$ cat src/rtl/timer_dev.sv
`default_nettype none
// ============================================================================
// Module   : timer_dev
// Purpose  : Memory-mapped countdown timer and CPU interrupt source.
//            CTRL (addr 0) holds EN/MODE/IM, PRESET (addr 1) is the reload
//            value, COUNT (addr 2) is the read-only live counter. On expiry a
//            pending flag is set and, when IM=1, drives the registered irq.
// Revision : 1.0 - initial release
// Macro    : TIMER_AUTORELOAD_EN - when defined, MODE=01 reloads PRESET after
//            each expiry and irq is a one-cycle pulse. When undefined, every
//            MODE value behaves as one-shot (MODE bits still store/read back).
// Ports    :
//   clk     in   1  system clock, all state updates on posedge
//   reset   in   1  synchronous active-high reset
//   addr    in   2  word select (bus address [3:2])
//   we      in   1  write strobe
//   din     in  32  write data
//   intack  in   1  interrupt acknowledge, clears pending
//   dout    out 32  combinational read data
//   irq     out  1  registered interrupt request
// ============================================================================
module timer_dev #(
  parameter logic [31:0] PRESET_RST = 32'h0000_0000
) (
  input  logic        clk,
  input  logic        reset,
  input  logic [1:0]  addr,
  input  logic        we,
  input  logic [31:0] din,
  input  logic        intack,
  output logic [31:0] dout,
  output logic        irq
);

  localparam logic [1:0] S_IDLE   = 2'd0;
  localparam logic [1:0] S_LOAD   = 2'd1;
  localparam logic [1:0] S_CNT    = 2'd2;
  localparam logic [1:0] S_INT    = 2'd3;

  localparam logic [1:0] A_CTRL   = 2'd0;
  localparam logic [1:0] A_PRESET = 2'd1;
  localparam logic [1:0] A_COUNT  = 2'd2;

  logic [1:0]  state_q,   state_d;
  logic [3:0]  ctrl_q,    ctrl_d;
  logic [31:0] preset_q,  preset_d;
  logic [31:0] count_q,   count_d;
  logic        pending_q, pending_d;
  logic        irq_q,     irq_d;

  // FSM action strobes
  logic w_load;
  logic w_dec;
  logic w_expire;
  logic w_en_clr;
  logic w_reload_clr;

  logic w_ctrl_wr;
  logic w_preset_wr;

  // --------------------------------------------------------------------------
  // State register
  // --------------------------------------------------------------------------
  always_ff @(posedge clk) begin
    if (reset) begin
      state_q   <= S_IDLE;
      ctrl_q    <= 4'd0;
      preset_q  <= PRESET_RST;
      count_q   <= 32'd0;
      pending_q <= 1'b0;
      irq_q     <= 1'b0;
    end else begin
      state_q   <= state_d;
      ctrl_q    <= ctrl_d;
      preset_q  <= preset_d;
      count_q   <= count_d;
      pending_q <= pending_d;
      irq_q     <= irq_d;
    end
  end

  // --------------------------------------------------------------------------
  // Next-state logic
  // --------------------------------------------------------------------------
  always_comb begin
    state_d      = state_q;
    w_load       = 1'b0;
    w_dec        = 1'b0;
    w_expire     = 1'b0;
    w_en_clr     = 1'b0;
    w_reload_clr = 1'b0;
    case (state_q)
      S_IDLE: begin
        if (ctrl_q[0]) state_d = S_LOAD;
      end
      S_LOAD: begin
        w_load  = 1'b1;
        state_d = S_CNT;
      end
      S_CNT: begin
        if (!ctrl_q[0]) begin
          state_d = S_IDLE;
        end else if (count_q > 32'd1) begin
          w_dec = 1'b1;
        end else begin
          // Also reached with COUNT=0 when PRESET was 0
          w_expire = 1'b1;
          state_d  = S_INT;
        end
      end
      S_INT: begin
`ifdef TIMER_AUTORELOAD_EN
        if (ctrl_q[2:1] == 2'b01) begin
          w_reload_clr = 1'b1;
          state_d      = S_LOAD;
        end else begin
          w_en_clr = 1'b1;
          state_d  = S_IDLE;
        end
`else
        w_en_clr = 1'b1;
        state_d  = S_IDLE;
`endif
      end
      default: state_d = S_IDLE;
    endcase
  end

  // --------------------------------------------------------------------------
  // Datapath / output logic
  // --------------------------------------------------------------------------
  always_comb begin
    w_ctrl_wr   = we && (addr == A_CTRL);
    w_preset_wr = we && (addr == A_PRESET);

    // CPU write overrides the FSM's EN clear on the same edge
    ctrl_d = ctrl_q;
    if (w_en_clr)  ctrl_d[0] = 1'b0;
    if (w_ctrl_wr) ctrl_d    = din[3:0];

    // COUNT only picks up a new PRESET at LOAD
    preset_d = w_preset_wr ? din : preset_q;

    count_d = count_q;
    if (w_load)        count_d = preset_q;
    else if (w_dec)    count_d = count_q - 32'd1;
    else if (w_expire) count_d = 32'd0;

    // Expiry wins over any clear source on the same edge
    pending_d = pending_q;
    if (intack || w_ctrl_wr || w_reload_clr) pending_d = 1'b0;
    if (w_expire)                            pending_d = 1'b1;

    irq_d = pending_d & ctrl_q[3];

    case (addr)
      A_CTRL:   dout = {28'd0, ctrl_q};
      A_PRESET: dout = preset_q;
      A_COUNT:  dout = count_q;
      default:  dout = 32'd0;
    endcase
  end

  assign irq = irq_q;

endmodule
`default_nettype wire

$ cat config.mk
export PLATFORM = sky130hd
export DESIGN_NAME = timer_dev
export DESIGN_NICKNAME = d
export VERILOG_FILES = /design/src/rtl/timer_dev.sv
export SDC_FILE = /design/constraint.sdc
export NUM_CORES = 1
export LEC_CHECK = 0
export CAP_MARGIN = 20
export CORE_MARGIN = 5
export CORE_UTILIZATION = 50
export CTS_CLUSTER_DIAMETER = 200
export DETAILED_ROUTE_END_ITERATION = 7
export GPL_ROUTABILITY_DRIVEN = 0
export PLACE_DENSITY = 0.77
export SLEW_MARGIN = 5
export SYNTH_ARGS = -nofsm -noshare
export SYNTH_HDL_FRONTEND = slang
export SYNTH_SLANG_ARGS = --single-unit
export TNS_END_PERCENT = 100
$ cat constraint.sdc
create_clock -name clk -period 3.6 [get_ports clk]
set_input_delay 0.72 -clock clk [delete_from_list [all_inputs] [get_ports clk]]
set_output_delay 0.72 -clock clk [all_outputs]
set_load 0.05 [all_outputs]
# After elaboration in Yosys (flattened, before gate mapping)

Cells that the tools add are included.

Add/subtract/negate cells: 1
Multiply operators: 0
Divide/modulo/power cells: 0
$lt $le $gt $ge: 1
Eq/ne operators: 7
Shifts and indexed selects: 0
Mux-type cells: 20
Bitwise logic cells: 1
Reduce and logical (&&, ||, !) cells: 8

Operators by type and width:

| kind                                                                              | number |
|---|---|
| 32-bit two-way mux                                                                | 3 |
| 32-bit case mux with 3 select lines                                               | 1 |
| 32-bit by 1-bit greater-than comparator with 1-bit output (second input constant) | 1 |
| 32-bit by 1-bit subtractor with 32-bit output (second input constant)             | 1 |
| 1-bit two-way mux                                                                 | 12 |
| 2-bit case mux with 4 select lines                                                | 1 |
| 2-bit equality test (second input constant)                                       | 3 |
| 2-bit two-way mux                                                                 | 3 |
| 2-bit by 1-bit equality test with 1-bit output (second input constant)            | 2 |
| 2-bit zero test                                                                   | 2 |
| 3-bit inequality test (second input constant)                                     | 1 |
| 3-bit nonzero test                                                                | 1 |
| 1-bit logical AND                                                                 | 2 |
| 2-bit inequality test (second input constant)                                     | 1 |
| 2-bit AND reduction                                                               | 1 |
| 2-bit nonzero test                                                                | 1 |
| 1-bit bitwise AND                                                                 | 1 |
| 1-bit logical OR                                                                  | 1 |

Flip-flop bits (word level): 72
Bits in latches: 0
Memory bits (writable): 0
Memory bits (read-only): 0
Output and inout bits: 33
Logic and storage cells: 45
Memories: 0

# Depth between registers and ports, before layout

Gate-level depths: netlist of the first run.

Depth after elaboration: 7
Mapped depth: 9
Gate-level depth less buffers: 8

# Worst setup path before layout of the first run

Ideal clock, no wire load.

Kind: input -> output
From: in addr[1]
To: out dout[13]
Arrival: 2202 ps
Setup slack: 678 ps
Cell stages on the path: 5
Cells stage by stage: clkbuf_1 > nor2b_1 > clkbuf_1 > clkbuf_1 > a22o_1

Word-level cells in the longest chain between the ends: 2

Ends and longest elaborated chain:

| what                                        | RTL line | RTL |
|---|---|---|
| start: declaration                          | 27       | `input logic [1:0] addr,` |
| 2-bit equality test (tied with other cells) | 156      | `case (addr)` |
| 32-bit case mux with 3 select lines (*)     | 156      |  |
| end: declaration                            | 31       | `output logic [31:0] dout,` |

Mark *: on every way between the ends. The rest lies on a longest branch, timed or not.

# Worst setup path after layout of the first run

From: in addr[1]
To: out dout[15]

Same word-level chain as after synthesis.

==> impl_metrics.yaml, run 1 <==
floorplan:
  die_w_um: 96.6
  ioPinCount: 71
  num_rows: 31
  core_area_sq_um: 7290
  start_util_pct: 51.4
  dieArea_sq_um: 9330
  die_h_um: 96.6
synthesis:
  ys_ff_latch: 72
  netlist-cell-type-count: 54
  synth_top_area_share_pct: 38.4
  avgSynthCellArea_sq_um: 7.88
  synth_warnings: 0
  synth_nets: 516
  synth_enable_flop_cells: 0
  ys_seq_area_share_pct: 38.4
  ys_async_sr_fraction_pct: 0
  synth_area_leaders: "dfxtp_1, nand2_1, a21oi_1"
  synthCells: 476
  synth_flop_cell: "dfxtp_1"
  synth_area_leader_cell: "dfxtp_1"
  synth_area_sq_um: 3750
final_layout:
  finalNetCount: 570
  syn2layout_area_growth_pct: 33.3
  antennaDiodeCount: 0
  instances_no_fill: 632
  post_route_cells_drive_above_1_share_pct: 13.9
  final_cell_area_sq_um: 5000
worst_setup_path:
  r2r-end: "count_q[23]"
  critPathArrivalTime_ns: 2.34
  crit_path_end_kind: "output port"
  timing.rr.start: "count_q[10]"
  rr_worst_depth: 6
  cp.required_ns: 2.88
  cp_max_fo: 28
  r2r_slack_ns: 0.78
  cp-start-kind: "input port"
  crit_type: "in -> out"
power:
  irDropWorstVdd_v: 0.000193
  p_per_area_nw_per_um2: 319
  p_leak_nw: 1.85
status:
  outcome: "finished clean"
hold_path:
  min_from: "preset_q[9]"
  whs_path_depth: 2
  hold-path-endpoint: "preset_q[9]"
  hp-class: "reg -> reg"
clock_tree:
  cts_buffer_depth: 2
  cts_resized: 0
  cts_tree: "yes"
  numCtsBuffers: 9
  htree_levels: 3
  numClockSinks: 72
  cts_setup_buffers: 0
  cts-hold-fix-buffers: 0
  cts_root_buffer: "clkbuf_8"
  clk_pin_slew_ns: 0.07
  clk_latency_ns: 0.34
timing:
  tightest_slew_ns: 0.963
  finalMaxSlewViolations: 0
  finClkSkew_ns: 0.00389
  slew_headroom_pct: 35.6
  hold_viol_final: 0
  fin_crit_sh_pct: 85.1
  layout_min_cycle_time_ns: 3.06
  grt_setup_unrepaired: "no"
  setup_viol: 0
  fin_tns_setup_ns: 0
  max_freq_ghz: 0.327
drt:
  dr_total_vias: 3775
  wl_met3_um: 715
  wl_met1_mm: 4.53
  highest_layer: "met4"
  drcViolationCount: 0
  detail-route-antenna-nets: 0
  totalWireLength_mm: 10.6
  drt-initial-drc-count: 305
  drt-pass1-iter-count: 5
  wl_met2_mm: 5.12
  routedWlPerCell_um: 16.8
  vias_per_cell: 5.97
grt:
  overflow: 0
  gr-usage-all-layers_pct: 22.7
  grt_pass1_vias: 3661
  grt_antenna_before_repair: 0
  grt_pass1_wl_mm: 17.8
  grt_max_degree: 72
placed_design:
  dp_cells: 618
  place_area_sq_um: 4820
  dp_hpwl_mm: 7.05
  port_buffers: 70
flow_run:
  maxCapViolCount: 0
## layout by cell type (no fill, tap or decap), types with 3 or more instances in the layout
cell type / n
nand2b_1: 3
dfxtp_1: 72
clkdlybuf4s50_1: 37
nand2_1: 100
and3_1: 11
o31ai_1: 3
buf_12: 32
nand3b_1: 3
xnor2_1: 11
nand3_1: 14
xor2_1: 5
or3_1: 5
nor2_1: 23
a31oi_1: 15
clkbuf_8: 12
a21oi_1: 55
nor2b_2: 3
a22o_1: 27
mux2i_1: 7
nor3b_1: 4
nor4_1: 10
o21ai_0: 9
buf_4: 12
o22ai_1: 7
a22oi_1: 8
nor3_1: 4
## critical path, cell delays in order
cell and delay [ns]:
clkdlybuf4s50_1 0.67, nor2b_2 0.20, buf_4 0.32, a22o_1 0.27, buf_12 0.15
## worst max-delay path by stage
stage / from / end / slack (ns) / cells past startpoint
3_5_place_dp: addr[1] / dout[20] / 0.54 / 5
2_1_floorplan: addr[1] / dout[13] / 0.68 / 5
4_1_cts: addr[1] / dout[20] / 0.54 / 5
3_3_place_gp: addr[1] / dout[28] / 0.60 / 5
5_1_grt: addr[1] / dout[18] / 0.44 / 5
6_report: addr[1] / dout[15] / 0.54 / 5
## state kept, by name, indices dropped and copies added, names as in the netlist
register   cells
irq            1
pending_q      1
state_q        2
preset_q      32
count_q       32
ctrl_q         4
## power by group
group | internal (mW) | leakage [nW] | switching [mW]
Combinational | 0.0922 | 1.17 | 0.102
Sequential | 0.811 | 0.582 | 0.0136
Clock | 0.300 | 0.0886 | 0.277
Total | 1.20 | 1.85 | 0.393
## kinds of logic (layout without fill, tap and decap cells)
kind of cell | Yosys count | in the layout | synth area share, %
simple gates | 198 | 198 | 26.5
xor+xnor | 16 | 16 | 3.74
buf+inv | 41 | 98 | 4.54
flops | 72 | 72 | 38.4
mux | 7 | 7 | 1.87
compound gates | 140 | 140 | 24.3
fa+ha+maj | 2 | 2 | 0.667
## cells in the mapped netlist, types with 2 or more instances
cell type / instances
a21oi_1: 55
a221oi_1: 2
a22o_1: 27
a22oi_1: 8
a31oi_1: 15
and2_1: 2
and3_1: 11
buf_6: 2
clkbuf_1: 35
dfxtp_1: 72
ha_1: 2
inv_1: 2
mux2i_1: 7
nand2_1: 100
nand2b_1: 3
nand3_1: 14
nand3b_1: 3
nor2_1: 23
nor2b_1: 3
nor3_1: 4
nor3b_1: 4
nor4_1: 10
nor4b_4: 2
o21a_1: 2
o21ai_0: 9
o22ai_1: 7
o31a_1: 2
o31ai_1: 3
o32ai_1: 2
or3_1: 5
or3_2: 2
or4_4: 2
xnor2_1: 11
xor2_1: 5
## area by class of cell
type	count	area [sq um]
tap	99	124
multi-input combinational	363	2150
clock buffer	14	173
timing repair buffer	82	1110
sequential	72	1440
fill	589	2290
inverter	2	7.51
## per-stage QoR
stage | util [%] | hold slack, ns | setup slack [ns] | total power [mW]
floorplan | - | 0.449 | 0.678 | 0.943
global placement | 66.2 | 0.461 | 0.597 | 1.03
detailed placement | 66.2 | 0.463 | 0.543 | 1.04
CTS | 68.5 | 0.473 | 0.541 | 1.60
global route | 68.5 | 0.494 | 0.438 | 1.65
finish | 68.5 | 0.474 | 0.538 | 1.60
## metal layers
layer  vias up  track usage (%)
li1       1821                -
met1      1776             28.2
met2       156             37.4
met3        22             5.40
met4         0             9.61
met5         -                0
(Power assumes the default switching activity.)
==> inputs of run 2 (changes only) <==
--- a/config.mk
+++ b/config.mk
@@ -5,14 +5,14 @@
 export SDC_FILE = /design/constraint.sdc
 export NUM_CORES = 1
 export LEC_CHECK = 0
+export ABC_AREA = 1
 export CAP_MARGIN = 20
 export CORE_MARGIN = 5
 export CORE_UTILIZATION = 50
 export CTS_CLUSTER_DIAMETER = 200
 export DETAILED_ROUTE_END_ITERATION = 7
 export GPL_ROUTABILITY_DRIVEN = 0
-export PLACE_DENSITY = 0.77
-export SLEW_MARGIN = 5
+export PLACE_DENSITY_LB_ADDON = 0.1
 export SYNTH_ARGS = -nofsm -noshare
 export SYNTH_HDL_FRONTEND = slang
 export SYNTH_SLANG_ARGS = --single-unit
==> run 2 against run 1 <==
Via count grew 12%. Worst setup slack gained 0.027 ns. Non-clock buffer count shrank 6. Final area grew 5.6%. Area after synthesis grew 5.5%. Power grew 19%. Combinational power grew 31%. Critical path type unchanged. Critical endpoint is now dout[1].
==> impl_metrics.yaml, run 2 <==
hold_path:
  hold-path-endpoint: "preset_q[12]"
  hp-class: "reg -> reg"
  min_from: "preset_q[12]"
  whs_path_depth: 2
power:
  p_leak_nw: 2.14
  irDropWorstVdd_v: 0.000218
  p_per_area_nw_per_um2: 360
floorplan:
  die_h_um: 98.9
  core_area_sq_um: 7730
  die_w_um: 98.9
  num_rows: 32
  dieArea_sq_um: 9790
  ioPinCount: 71
  start_util_pct: 51.2
synthesis:
  synthCells: 597
  synth_warnings: 0
  synth_area_leaders: "dfxtp_1, inv_1, o22ai_1"
  ys_async_sr_fraction_pct: 0
  synth_flop_cell: "dfxtp_1"
  ys_seq_area_share_pct: 36.4
  netlist-cell-type-count: 25
  synth_nets: 637
  synthTopCellsByCount: "inv_1, nand2_1, dfxtp_1"
  synth_enable_flop_cells: 0
  synth_area_sq_um: 3960
  ys_ff_latch: 72
  synth.most_common_cell: "inv_1"
  synth_top_area_share_pct: 36.4
  avgSynthCellArea_sq_um: 6.62
  synth_area_leader_cell: "dfxtp_1"
clock_tree:
  clk_latency_ns: 0.35
  numCtsBuffers: 9
  cts_root_buffer: "clkbuf_8"
  numClockSinks: 72
  cts_resized: 0
  htree_levels: 3
  clk_pin_slew_ns: 0.08
  cts_setup_buffers: 0
  cts-hold-fix-buffers: 0
  cts_tree: "yes"
  cts_buffer_depth: 2
timing:
  slew_headroom_pct: 49.3
  setup_viol: 0
  fin_tns_setup_ns: 0
  finClkSkew_ns: 0.00900
  hold_viol_final: 0
  hold_slack_ns: 0.480
  grt_setup_unrepaired: "no"
  max_freq_ghz: 0.329
  layout_min_cycle_time_ns: 3.04
  fin_crit_sh_pct: 84.3
  finalMaxSlewViolations: 0
  tightest_slew_ns: 0.760
drt:
  drt-pass1-iter-count: 5
  vias_per_cell: 5.53
  dr_total_vias: 4219
  totalWireLength_mm: 11.7
  detail-route-antenna-nets: 0
  routedWlPerCell_um: 15.4
  drcViolationCount: 0
  drt-initial-drc-count: 330
status:
  outcome: "finished clean"
worst_setup_path:
  r2r-end: "count_q[0]"
  rr_worst_depth: 8
  timing.rr.start: "state_q[0]"
  r2r_slack_ns: 1.38
  cpMostUsedCell: "inv_1"
  cp_max_fo: 30
  crit_type: "in -> out"
  crit_path_max_incr_delay_ns: 0.48
  crit_path_cell_trace: "clkdlybuf4s50_1 > inv_1 > nor2_1 > inv_1 > buf_4 > o221ai_1 > buf_12"
  cp.required_ns: 2.88
  critPathArrivalTime_ns: 2.32
  cpMaxStageDelayCell: "clkdlybuf4s50_1"
  crit_path_end_kind: "output port"
  cp-start-kind: "input port"
grt:
  grt_max_degree: 38
  overflow: 0
  grt_pass1_wl_mm: 19.7
  grt_antenna_before_repair: 0
  grt_pass1_vias: 4071
  gr-usage-all-layers_pct: 24.5
final_layout:
  seq_area_sq_um: 1440
  reg_top3: "count_q x32, preset_q x32, ctrl_q x4"
  mostFrequentLayoutCell: "inv_1"
  multi_input_area_sq_um: 2000
  antennaDiodeCount: 0
  finalNetCount: 696
  num-fill-cells: 673
  syn2layout_area_growth_pct: 33.4
  layout_common_cells: "inv_1, nand2_1, dfxtp_1"
  post_route_cells_drive_above_1_share_pct: 11.0
placed_design:
  dp_hpwl_mm: 8.09
  port_buffers: 70
flow_run:
  maxCapViolCount: 0
-- run 2: cell count changes after synthesis, sizes merged, moves of 15 or more --
cell / delta
o21ai: +47
inv: +101
nor2: +56
o22ai: +53
a31oi: -15
clkbuf: -19
a22o: -27
-- run 2: cell families (layout without fill, tap and decap cells) --
logic type | count (synthesis) | in the layout | synth area share [%]
AOI/OAI and AO/OA | 177 | 177 | 24.8
xor gates and xnor gates | 15 | 15 | 3.32
adders and majority gates | 2 | 2 | 0.633
buffers and inverters | 131 | 195 | 13.0
DFF | 72 | 72 | 36.4
and+or+nand+nor | 200 | 200 | 21.8
-- run 2: cell type report --
cell class / instances / area share, %
clock buffer: 11 / 2.87
clock inverter: 5 / 1.94
inverter: 103 / 7.33
multi-input combinational: 394 / 37.9
sequential: 72 / 27.3
tap: 102 / 2.42
timing repair buffer: 76 / 20.2
-- run 2: power by group --
group | internal [mW] | total, mW | switching [mW]
sequential | 0.818 | 0.825 | 0.00747
combinational | 0.105 | 0.254 | 0.149
clock | 0.497 | 0.820 | 0.322
total | 1.42 | 1.90 | 0.479
-- run 2: layer usage --
layer	up-vias	global-route usage, %	wire length, um
met5	-	0	0
met1	1942	33.7	5280
met3	27	4.81	761
li1	2087	-	-
met2	163	38.6	5460
met4	0	7.98	228
-- run 2: worst max-delay path by stage --
stage / from / to / slack [ns] / cells past startpoint
2_1_floorplan: addr[0] / dout[1] / 0.85 / 5
3_3_place_gp: addr[0] / dout[1] / 0.66 / 7
3_5_place_dp: addr[0] / dout[1] / 0.60 / 7
4_1_cts: addr[0] / dout[1] / 0.57 / 7
5_1_grt: addr[0] / dout[2] / 0.44 / 7
6_report: addr[0] / dout[1] / 0.56 / 7
-- run 2: critical path: cells and delay by family --
family                 cells  cell delay (ns)
AOI/OAI and AO/OA          1             0.31
and+or+nand+nor            1             0.25
buffers and inverters      5             1.03
-- run 2: through the flow --
step	utilization (%)	cells	setup WS [ns]	power [mW]	area, sq um
after floorplan	-	597	0.848	0.982	3960
after global placement	65.0	747	0.657	1.09	5020
after detailed placement	65.0	747	0.599	1.09	5020
after CTS	68.3	763	0.573	1.89	5280
after global routing	68.3	763	0.440	1.96	5280
final	68.3	763	0.565	1.90	5280
==> inputs of run 3 (changes only) <==
--- a/config.mk
+++ b/config.mk
@@ -8,7 +8,7 @@
 export ABC_AREA = 1
 export CAP_MARGIN = 20
 export CORE_MARGIN = 5
-export CORE_UTILIZATION = 50
+export CORE_UTILIZATION = 48
 export CTS_CLUSTER_DIAMETER = 200
 export DETAILED_ROUTE_END_ITERATION = 7
 export GPL_ROUTABILITY_DRIVEN = 0
==> constraint.sdc (replaced) <==
create_clock -name clk -period 2.7 [get_ports clk]
set_input_delay 0.54 -clock clk [delete_from_list [all_inputs] [get_ports clk]]
set_output_delay 0.54 -clock clk [all_outputs]
set_load 0.05 [all_outputs]
==> run 3 against run 2 <==
Critical endpoint is now dout[30]. Cell count up 1.2%. Clock skew about the same. Global-route usage down 1.7 points. Worst hold slack about the same. Combinational power up 34%. Non-clock buffer count up 6. Highest routed layer unchanged. Sequential share of layout area down 0.12 points. Final area up 0.45%. Via count down 2.1%. First-iteration DRC count down 22%.
==> impl_metrics.yaml, run 3 (synthesis results as in run 2) <==
status:
  outcome: "finished clean"
drt:
  detail-route-antenna-nets: 0
  drt-initial-drc-count: 258
  vias_per_cell: 5.35
  totalWireLength_mm: 11.4
  dr_total_vias: 4131
  drcViolationCount: 0
  drt-pass1-iter-count: 5
  routedWlPerCell_um: 14.7
timing:
  layout_min_cycle_time_ns: 2.47
  fin_tns_setup_ns: 0
  setup_viol: 0
  hold_viol_final: 0
  finalMaxSlewViolations: 0
  finClkSkew_ns: 0.00872
  tightest_slew_ns: 0.672
  grt_setup_unrepaired: "no"
  max_freq_ghz: 0.405
  slew_headroom_pct: 55.0
  fin_crit_sh_pct: 91.5
worst_setup_path:
  cp.required_ns: 2.16
  critPathArrivalTime_ns: 1.93
  r2r_slack_ns: 0.67
  crit_end: "dout[30]"
  cp-start-kind: "input port"
  crit_path_cell_trace: "clkdlybuf4s50_1 > inv_1 > nor2_1 > inv_1 > buf_4 > o22ai_1 > buf_12"
  crit_type: "in -> out"
  cp.depth: 7
  r2r-end: "count_q[2]"
  rr_worst_depth: 10
  critPathLaunch: "addr[0]"
  timing.rr.start: "count_q[0]"
  crit_path_max_incr_delay_ns: 0.47
  cpMaxStageDelayCell: "clkdlybuf4s50_1"
  crit_path_end_kind: "output port"
  crit_buf_inv: 5
  cp_top_family: "buffers and inverters"
  cp_max_fo: 16
  cpMostUsedCell: "inv_1"
clock_tree:
  cts_buffer_depth: 2
  cts_root_buffer: "clkbuf_8"
  numClockSinks: 72
  cts_setup_buffers: 0
  cts_resized: 0
  numCtsBuffers: 9
  htree_levels: 3
  cts_tree: "yes"
  clk_pin_slew_ns: 0.08
  cts-hold-fix-buffers: 0
  clk_latency_ns: 0.34
final_layout:
  post_route_cells_drive_above_1_share_pct: 11.8
  layout_common_cells: "inv_1, nand2_1, dfxtp_1"
  finalNetCount: 702
  syn2layout_area_growth_pct: 34.0
  instances_no_fill: 772
  mostFrequentLayoutCell: "inv_1"
  reg_top3: "count_q x32, preset_q x32, ctrl_q x4"
  antennaDiodeCount: 0
floorplan:
  ioPinCount: 71
  core_area_sq_um: 8130
  num_rows: 33
  start_util_pct: 48.6
  die_w_um: 101
  die_h_um: 101
  dieArea_sq_um: 10200
placed_design:
  port_buffers: 70
  dp_cells: 756
  dp_hpwl_mm: 8.42
flow_run:
  maxCapViolCount: 0
power:
  power.total_mw: 2.42
  p_per_area_nw_per_um2: 457
  p_leak_nw: 2.16
  irDropWorstVdd_v: 0.000324
grt:
  gr-usage-all-layers_pct: 22.9
  grt_pass1_vias: 3810
  grt_max_degree: 44
  overflow: 0
  grt_antenna_before_repair: 0
  grt_pass1_wl_mm: 18.9
hold_path:
  hp-class: "reg -> reg"
  whs_path_depth: 2
  min_from: "preset_q[0]"
## run 3: cell count changes in the layout (fill, tap and decap cells not counted)
cell	delta
buf_4	+6
bufinv_16	-1
clkbuf_8	-1
clkinv_4	+2
clkinvlp_4	-1
inv_6	+1
## run 3: power breakdown
| group | switching [mW] | total (mW) | internal [mW] |
|---|---|---|---|
| combinational | 0.197 | 0.341 | 0.145 |
| clock | 0.431 | 0.982 | 0.551 |
| sequential | 0.00940 | 1.10 | 1.09 |
## run 3: area by class of cell
| class | count | area [sq um] |
|---|---|---|
| Fill cell | 712 | 2830 |
| Tap cell | 105 | 131 |
| Sequential cell | 72 | 1440 |
| Multi-Input combinational cell | 394 | 2000 |
| Clock inverter | 6 | 91.3 |
| Timing Repair Buffer | 82 | 1110 |
| Clock buffer | 10 | 138 |
| Inverter | 103 | 387 |
## run 3: tightest hold or removal path: cells and delay by family (launching register included)
kind	cells	cell delay, ns
DFF	1	0.31
buffers and inverters	1	0.07
AOI/OAI and AO/OA	1	0.06
## run 3: metal layers
layer	wire length (um)	track usage, %	vias to the layer above
li1	-	-	2097
met1	5290	32.8	1862
met2	5240	35.8	161
met3	730	4.36	11
met4	112	4.87	0
met5	0	0	-
## run 3: worst min path at each step
stage	endpoint	slack (ns)
finish	preset_q[0]	0.48
global route	preset_q[3]	0.50
CTS	preset_q[0]	0.48
detailed placement	preset_q[0]	0.47
global placement	preset_q[3]	0.46
floorplan	irq	0.43
## run 3: through the flow
| step | worst slack [ns] | hold slack [ns] | util [%] | cell area (sq um) |
|---|---|---|---|---|
| floorplan | 0.308 | 0.434 | - | 3960 |
| global placement | 0.247 | 0.460 | 62.4 | 5070 |
| detailed placement | 0.249 | 0.466 | 62.4 | 5070 |
| CTS | 0.230 | 0.480 | 65.2 | 5300 |
| global route | 0.124 | 0.505 | 65.2 | 5300 |
| finish | 0.230 | 0.480 | 65.2 | 5300 |
